==> src/rtl/branch_predict_resolve_pkg.sv <==
// Shared CPU control encodings used by branch resolution and the branch history table.
package branch_predict_resolve_pkg;

   typedef enum logic [2:0] {
      BR_NONE = 3'b000,
      BR_JAL  = 3'b001,
      BR_JALR = 3'b010,
      BR_RSVD = 3'b011,
      BR_BEQ  = 3'b100,
      BR_BNE  = 3'b101,
      BR_BLT  = 3'b110,
      BR_BGE  = 3'b111
   } br_op_e;

   localparam int COUNT_W = 32;

   // Weakly-not-taken: one step below the taken threshold.
   function automatic int cnt_init(input int cnt_w);
      return (1 << (cnt_w - 1)) - 1;
   endfunction

endpackage

==> src/rtl/branch_predict_resolve_if.sv <==
// EX-stage branch bundle: operands in from the pipeline, resolution results out.
interface branch_predict_resolve_if;
   logic       ex_valid;
   logic [2:0] ex_branch;
   logic       ex_zero;
   logic       ex_less;
   logic       ex_pred_taken;
   logic       redirect;
   logic       actual_taken;
   logic       pc_a_src;
   logic       pc_b_src;

   modport master (
      output ex_valid, ex_branch, ex_zero, ex_less, ex_pred_taken,
      input  redirect, actual_taken, pc_a_src, pc_b_src
   );

   modport slave (
      input  ex_valid, ex_branch, ex_zero, ex_less, ex_pred_taken,
      output redirect, actual_taken, pc_a_src, pc_b_src
   );
endinterface

==> src/rtl/branch_predict_resolve_ex.sv <==
// Combinational branch resolution: direction, redirect and redirect-adder source selects.
module branch_predict_resolve_ex
   import branch_predict_resolve_pkg::*;
(
   branch_predict_resolve_if.slave ex_if,
   output logic                    o_is_cond,
   output logic                    o_mispredict
);
   br_op_e w_op;
   logic   w_actual;
   logic   w_redirect;
   logic   w_is_cond;
   logic   w_is_jalr;

   assign w_op = br_op_e'(ex_if.ex_branch);

   always_comb begin
      w_actual   = 1'b0;
      w_redirect = 1'b0;
      w_is_cond  = 1'b0;
      w_is_jalr  = 1'b0;
      if (ex_if.ex_valid) begin
         case (w_op)
            BR_JAL: begin
               w_actual   = 1'b1;
               w_redirect = !ex_if.ex_pred_taken;
            end
            BR_JALR: begin
               w_actual   = 1'b1;
               w_redirect = 1'b1;
               w_is_jalr  = 1'b1;
            end
            BR_BEQ: begin
               w_is_cond = 1'b1;
               w_actual  = ex_if.ex_zero;
            end
            BR_BNE: begin
               w_is_cond = 1'b1;
               w_actual  = !ex_if.ex_zero;
            end
            BR_BLT: begin
               w_is_cond = 1'b1;
               w_actual  = ex_if.ex_less;
            end
            BR_BGE: begin
               w_is_cond = 1'b1;
               w_actual  = !ex_if.ex_less;
            end
            default: begin
               w_actual = 1'b0;
            end
         endcase
         if (w_is_cond) begin
            w_redirect = (w_actual != ex_if.ex_pred_taken);
         end
      end
   end

   // A not-taken redirect falls back to pc+4, so both selects stay low.
   assign ex_if.redirect     = w_redirect;
   assign ex_if.actual_taken = w_actual;
   assign ex_if.pc_a_src     = w_redirect & w_actual;
   assign ex_if.pc_b_src     = w_redirect & w_actual & w_is_jalr;
   assign o_is_cond          = w_is_cond;
   assign o_mispredict       = w_is_cond & w_redirect;
endmodule

==> src/rtl/branch_predict_resolve_sat_counter.sv <==
// One BHT entry: saturating up/down counter, reset to weakly-not-taken.
module sat_counter
   import branch_predict_resolve_pkg::*;
#(
   parameter int CNT_W = 2
) (
   input  logic             clk,
   input  logic             rstn,
   input  logic             en,
   input  logic             inc,
   output logic [CNT_W-1:0] cnt
);
   localparam logic [CNT_W-1:0] INIT = CNT_W'(cnt_init(CNT_W));
   localparam logic [CNT_W-1:0] MAX  = '1;

   logic [CNT_W-1:0] r_cnt;

   always_ff @(posedge clk or negedge rstn) begin
      if (!rstn) begin
         r_cnt <= INIT;
      end else if (en) begin
         if (inc && r_cnt != MAX) begin
            r_cnt <= r_cnt + CNT_W'(1);
         end else if (!inc && r_cnt != '0) begin
            r_cnt <= r_cnt - CNT_W'(1);
         end
      end
   end

   assign cnt = r_cnt;
endmodule

==> src/rtl/branch_predict_resolve.sv <==
// Bimodal branch predictor with EX-stage resolution and resolved/mispredict counters.
module branch_predict_resolve
   import branch_predict_resolve_pkg::*;
#(
   parameter int XLEN    = 32,
   parameter int ENTRIES = 64,
   parameter int CNT_W   = 2
) (
   input  logic               clk,
   input  logic               rstn,
   input  logic [XLEN-1:0]    if_pc,
   output logic               if_pred_taken,
   input  logic               ex_valid,
   input  logic               ex_stall,
   input  logic [XLEN-1:0]    ex_pc,
   input  logic [2:0]         ex_branch,
   input  logic               ex_zero,
   input  logic               ex_less,
   input  logic               ex_pred_taken,
   output logic               pc_a_src,
   output logic               pc_b_src,
   output logic               redirect,
   output logic               actual_taken,
   output logic [COUNT_W-1:0] br_count,
   output logic [COUNT_W-1:0] miss_count
);
   localparam int IDX_W = $clog2(ENTRIES);

   logic [IDX_W-1:0]   w_if_idx;
   logic [IDX_W-1:0]   w_ex_idx;
   logic [CNT_W-1:0]   w_cnt [ENTRIES];
   logic               w_is_cond;
   logic               w_mispredict;
   logic               w_update;
   logic [COUNT_W-1:0] r_br_count;
   logic [COUNT_W-1:0] r_miss_count;
   logic               w_unused;

   assign w_if_idx = if_pc[IDX_W+1:2];
   assign w_ex_idx = ex_pc[IDX_W+1:2];
   assign w_unused = &{1'b0, if_pc[XLEN-1:IDX_W+2], if_pc[1:0],
                       ex_pc[XLEN-1:IDX_W+2], ex_pc[1:0]};

   branch_predict_resolve_if u_ex_if ();

   assign u_ex_if.ex_valid      = ex_valid;
   assign u_ex_if.ex_branch     = ex_branch;
   assign u_ex_if.ex_zero       = ex_zero;
   assign u_ex_if.ex_less       = ex_less;
   assign u_ex_if.ex_pred_taken = ex_pred_taken;

   branch_predict_resolve_ex u_ex (
      .ex_if        (u_ex_if),
      .o_is_cond    (w_is_cond),
      .o_mispredict (w_mispredict)
   );

   assign redirect     = u_ex_if.redirect;
   assign actual_taken = u_ex_if.actual_taken;
   assign pc_a_src     = u_ex_if.pc_a_src;
   assign pc_b_src     = u_ex_if.pc_b_src;

   // Only conditional branches train the table; jumps are always taken.
   assign w_update = w_is_cond & ~ex_stall;

   generate
      for (genvar gi = 0; gi < ENTRIES; gi++) begin : g_bht
         sat_counter #(.CNT_W(CNT_W)) u_cnt (
            .clk  (clk),
            .rstn (rstn),
            .en   (w_update && (w_ex_idx == IDX_W'(gi))),
            .inc  (actual_taken),
            .cnt  (w_cnt[gi])
         );
      end
   endgenerate

   assign if_pred_taken = rstn & w_cnt[w_if_idx][CNT_W-1];

   always_ff @(posedge clk or negedge rstn) begin
      if (!rstn) begin
         r_br_count   <= '0;
         r_miss_count <= '0;
      end else if (w_update) begin
         if (r_br_count != '1) begin
            r_br_count <= r_br_count + COUNT_W'(1);
         end
         if (w_mispredict && r_miss_count != '1) begin
            r_miss_count <= r_miss_count + COUNT_W'(1);
         end
      end
   end

   assign br_count   = r_br_count;
   assign miss_count = r_miss_count;
endmodule
==> config.mk <==
export PLATFORM = sky130hd
export DESIGN_NAME = branch_predict_resolve
export DESIGN_NICKNAME = d
export VERILOG_FILES = /design/src/rtl/branch_predict_resolve_pkg.sv /design/src/rtl/branch_predict_resolve_if.sv /design/src/rtl/branch_predict_resolve_ex.sv /design/src/rtl/branch_predict_resolve_sat_counter.sv /design/src/rtl/branch_predict_resolve.sv
export SDC_FILE = /design/constraint.sdc
export NUM_CORES = 1
export LEC_CHECK = 0
export ABC_CLOCK_PERIOD_IN_PS = 6500
export BUFFER_PORTS_ARGS = -buffer_cell sky130_fd_sc_hd__buf_2
export CAP_MARGIN = 20
export CELL_PAD_IN_SITES_DETAIL_PLACEMENT = 0
export CELL_PAD_IN_SITES_GLOBAL_PLACEMENT = 1
export CORE_MARGIN = 3
export CORE_UTILIZATION = 48
export DETAILED_ROUTE_END_ITERATION = 6
export PLACE_DENSITY_LB_ADDON = 0.1
export SLEW_MARGIN = 20
export SYNTH_ARGS = -nofsm -noshare
export SYNTH_HDL_FRONTEND = slang
export SYNTH_SLANG_ARGS = --single-unit
==> constraint.sdc <==
create_clock -name clk -period 6.5 [get_ports clk]
set_input_delay 0.975 -clock clk [delete_from_list [all_inputs] [get_ports clk]]
set_output_delay 0.975 -clock clk [all_outputs]
set_load 0.02 [all_outputs]
==> results.yml <==
clock_tree:
  clk_path_buf_depth: 2
  clk_latency_ns: 0.44
  root_buffer: "clkbuf_16"
  post-cts-setup-buffer-count: 0
  holdBufCountCts: 0
  numCtsBuffers: 17
  cts.sinks: 192
  cts_htree_levels: 4
  cts_tree: "yes"
  path_clk_slew_ns: 0.08
  ctsResizeCount: 0
sta:
  fmax_mhz: 253
  timing.final.crit_period_ns: 3.96
  drv_slew: 0
  hold_viol_final: 0
  finalWorstSetupSlack_ns: 2.54
  skew_ns: 0.0149
  slew_headroom_pct: 34.8
  rsz0062_at_grt: "false"
  worstMarginPinSlew_ns: 0.976
  setup_viol: 0
  fin_crit_sh_pct: 60.9
  fin_tns_setup_ns: 0
placed_design:
  dp_slack_ns: 2.56
  io_buffers: 90
  dp_hpwl_mm: 17.4
  place_congestion: 0.831
detailed_routing:
  firstDrtPassIters: 5
  via_per_inst: 5.90
  drc_errors: 0
  ant_nets: 0
  routed_wl_mm: 26.1
  avgRoutedWirePerCell_um: 17.6
  via_count: 8740
  drt_iter0_drc: 549
power_and_ir_drop:
  powerDensity_nw_per_um2: 229
  peakVddDrop_mv: 0.148
  design_power_total_mw: 2.65
  p_leak_nw: 4.91
run:
  maxCapViolCount: 0
grt:
  grt_pass1_wl_mm: 43.2
  antenna_found_initial: 0
  grt_pass1_vias: 8196
  grt-ovfl-total: 0
  grt_usage_pct: 22.6
  grt_max_degree: 88
worst_setup_path:
  crit_required_ns: 5.52
  cp_top_family: "multiplexers"
  critPathBufInv: 2
  crit_type: "input pin to output port"
  worst-endpoint-arrival_ns: 2.98
  crit_fanout: 16
  cp-end-kind: "output port"
  slowest_stage: "mux4_2"
  path_cells: "buf_2 -> mux4_2 -> mux4_2 -> nor2_1 -> o32ai_1 -> buf_2"
  slowest_delay_ns: 0.61
  start_kind: "input pin"
final_layout:
  multi_input_area_sq_um: 5030
  seqCellArea_sq_um: 4880
  syn2layout_area_growth_pct: 12.0
  drive_gt1_share_pct: 19.4
  diodes: 0
  fill_cells: 1997
  nets: 1270
synth:
  yosysWarnings: 0
  synth_ff_type: "dfrtp_1"
  synth_largest_area_cell: "dfrtp_1"
  yosysSeqAreaShare_pct: 47.2
  synthXorXnorAreaFrac_pct: 5.24
  ys_ff_latch: 192
  syn-instance-count: 1133
  synth_area_sq_um: 10400
  async_reset_ff_share_pct: 100
  synth_compound_area_share_pct: 21.0
  synth_cell_type_count: 49
  syn_area_per_cell_sq_um: 9.14
  synth_fa_ha_area_share_pct: 0.242
  synth_top_area_share_pct: 30.9
  synth_mux_area_share_pct: 5.47
  synth_edf_count: 0
  syn-num-nets: 1209
  yosys.area_share.simple_pct: 16.5
  synth_top_family_by_area: "compound AO/OA/AOI/OAI gates"
  netlist_top_cells_area: "dfrtp_1, dfstp_2, o21ai_0"
die:
  boundaryPins: 143
  fp.dieW_um: 153
  core_area_sq_um: 21100
  num_rows: 53
  dieArea_sq_um: 23400
  start_util_pct: 49.1
  floorplan.die.height_um: 153
run_status:
  run_status: "finished clean"
min_path:
  hp-class: "flip-flop to flip-flop"
## power breakdown
| group | switching, mW | total, mW | internal [mW] |
|---|---|---|---|
| Sequential | 0.0403 | 1.30 | 1.26 |
| Clock | 0.520 | 1.07 | 0.551 |
| Combinational | 0.195 | 0.277 | 0.0822 |
| Total | 0.755 | 2.65 | 1.89 |
## state kept, by name, summed over array words and instances (netlist names)
register	flops
br_count	32
miss_count	32
g_bht.u_cnt.cnt	128
## worst reg2reg max path: stages (launching register included)
cell and delay, ns:
dfrtp_1 0.42, ha_1 0.23, nand3_1 0.11, nor4_1 0.59, nand3_1 0.54, nand2_1 0.27, mux2_2 0.35
## layer usage
metal  track usage, %  vias to the layer above  wire [um]
li1                 -                     4206          -
met1             33.4                     4342      12400
met2             35.4                      177      12400
met3             3.82                       15       1010
met4             4.62                        0        233
met5                0                        -          0
## placed cells by master (no fill, tap or decap), types with 2 or more instances in the layout
master and count:
nor2b_1 6, dfrtp_1 128, buf_4 9, nand3b_1 6, nor3b_2 2, xor2_1 20, and4_1 9, mux2i_1 15
a21o_1 12, inv_8 5, a22o_1 10, nor2_1 96, nand4_1 21, ha_1 2, nor3b_1 4, o21ai_0 161
and2_1 3, o211ai_1 56, and3_1 10, mux4_2 17, nand2_1 98, inv_1 57, clkinv_2 2, nand3_1 60
nand2b_1 4, mux2_2 3, xnor2_1 42, a21oi_1 111, o221a_2 10, dfstp_2 64, nor4_1 7, clkbuf_16 17
buf_2 89, o21ai_1 3, and3b_1 3, nor3_1 19, a31oi_1 2, inv_6 6
## cell usage after synthesis, types with 2 or more instances
cell and count:
a21o_1 12, nor3_1 19, mux2i_1 15, buf_2 16, nand3_1 60, nor2b_1 6, mux4_2 17, dfrtp_1 128
xnor2_1 42, a21oi_1 111, a22o_1 10, and4_1 9, o21ai_0 161, nand2_1 98, nand3b_1 6, o221a_2 10
nor4_1 7, xor2_1 20, ha_1 2, and3b_1 3, nor3b_1 6, clkbuf_1 39, o21ai_1 3, nor2_1 96
o211ai_1 56, dfstp_2 64, and2_1 3, nand2b_1 4, and3_1 10, mux2_2 3, nand4_1 21, inv_1 58
a31oi_1 2
## cell families (layout without fill, tap and decap cells)
family	Yosys count	after routing
AOI/OAI and AO/OA	371	371
buffers and inverters	115	189
adders and majority gates	2	2
DFF	192	192
muxes	35	35
xor gates and xnor gates	62	62
and+or+nand+nor	356	356
## through the flow
step | cells | instance area, sq um | hold WS, ns | util (%)
after global placement | 1450 | 11000 | 0.473 | 52.2
after floorplan | 1133 | 10400 | 0.486 | -
after global routing | 1482 | 11600 | 0.513 | 55.0
after detailed placement | 1450 | 11000 | 0.480 | 52.2
after CTS | 1482 | 11600 | 0.493 | 55.0
final | 1482 | 11600 | 0.488 | 55.0
## path summary, 6_finish.rpt
check                                            from                            endpoint  slack, ns  cells after the start
max reg2reg                   br_count[0]$_DFFE_PN0P_             br_count[1]$_DFFE_PN0P_       3.87                      6
min in group asynchronous                        rstn          miss_count[20]$_DFFE_PN0P_       0.53                      1
max in group asynchronous                        rstn  g_bht[37].u_cnt.cnt[1]$_DFFE_PN0P_       4.58                      2
min reg2reg                miss_count[21]$_DFFE_PN0P_          miss_count[21]$_DFFE_PN0P_       0.49                      1
max                                          if_pc[3]                       if_pred_taken       2.54                      6
min                        miss_count[21]$_DFFE_PN0P_          miss_count[21]$_DFFE_PN0P_       0.49                      1
## area by class of cell
class	count	area share, %
well taps	275	2.97
flip-flops and latches	192	42.1
inverters	58	1.92
clock buffers	17	3.67
repair buffers	99	4.54
clock inverters	15	1.42
multi-input cells	826	43.3
Power figures use the tool's default switching activity.
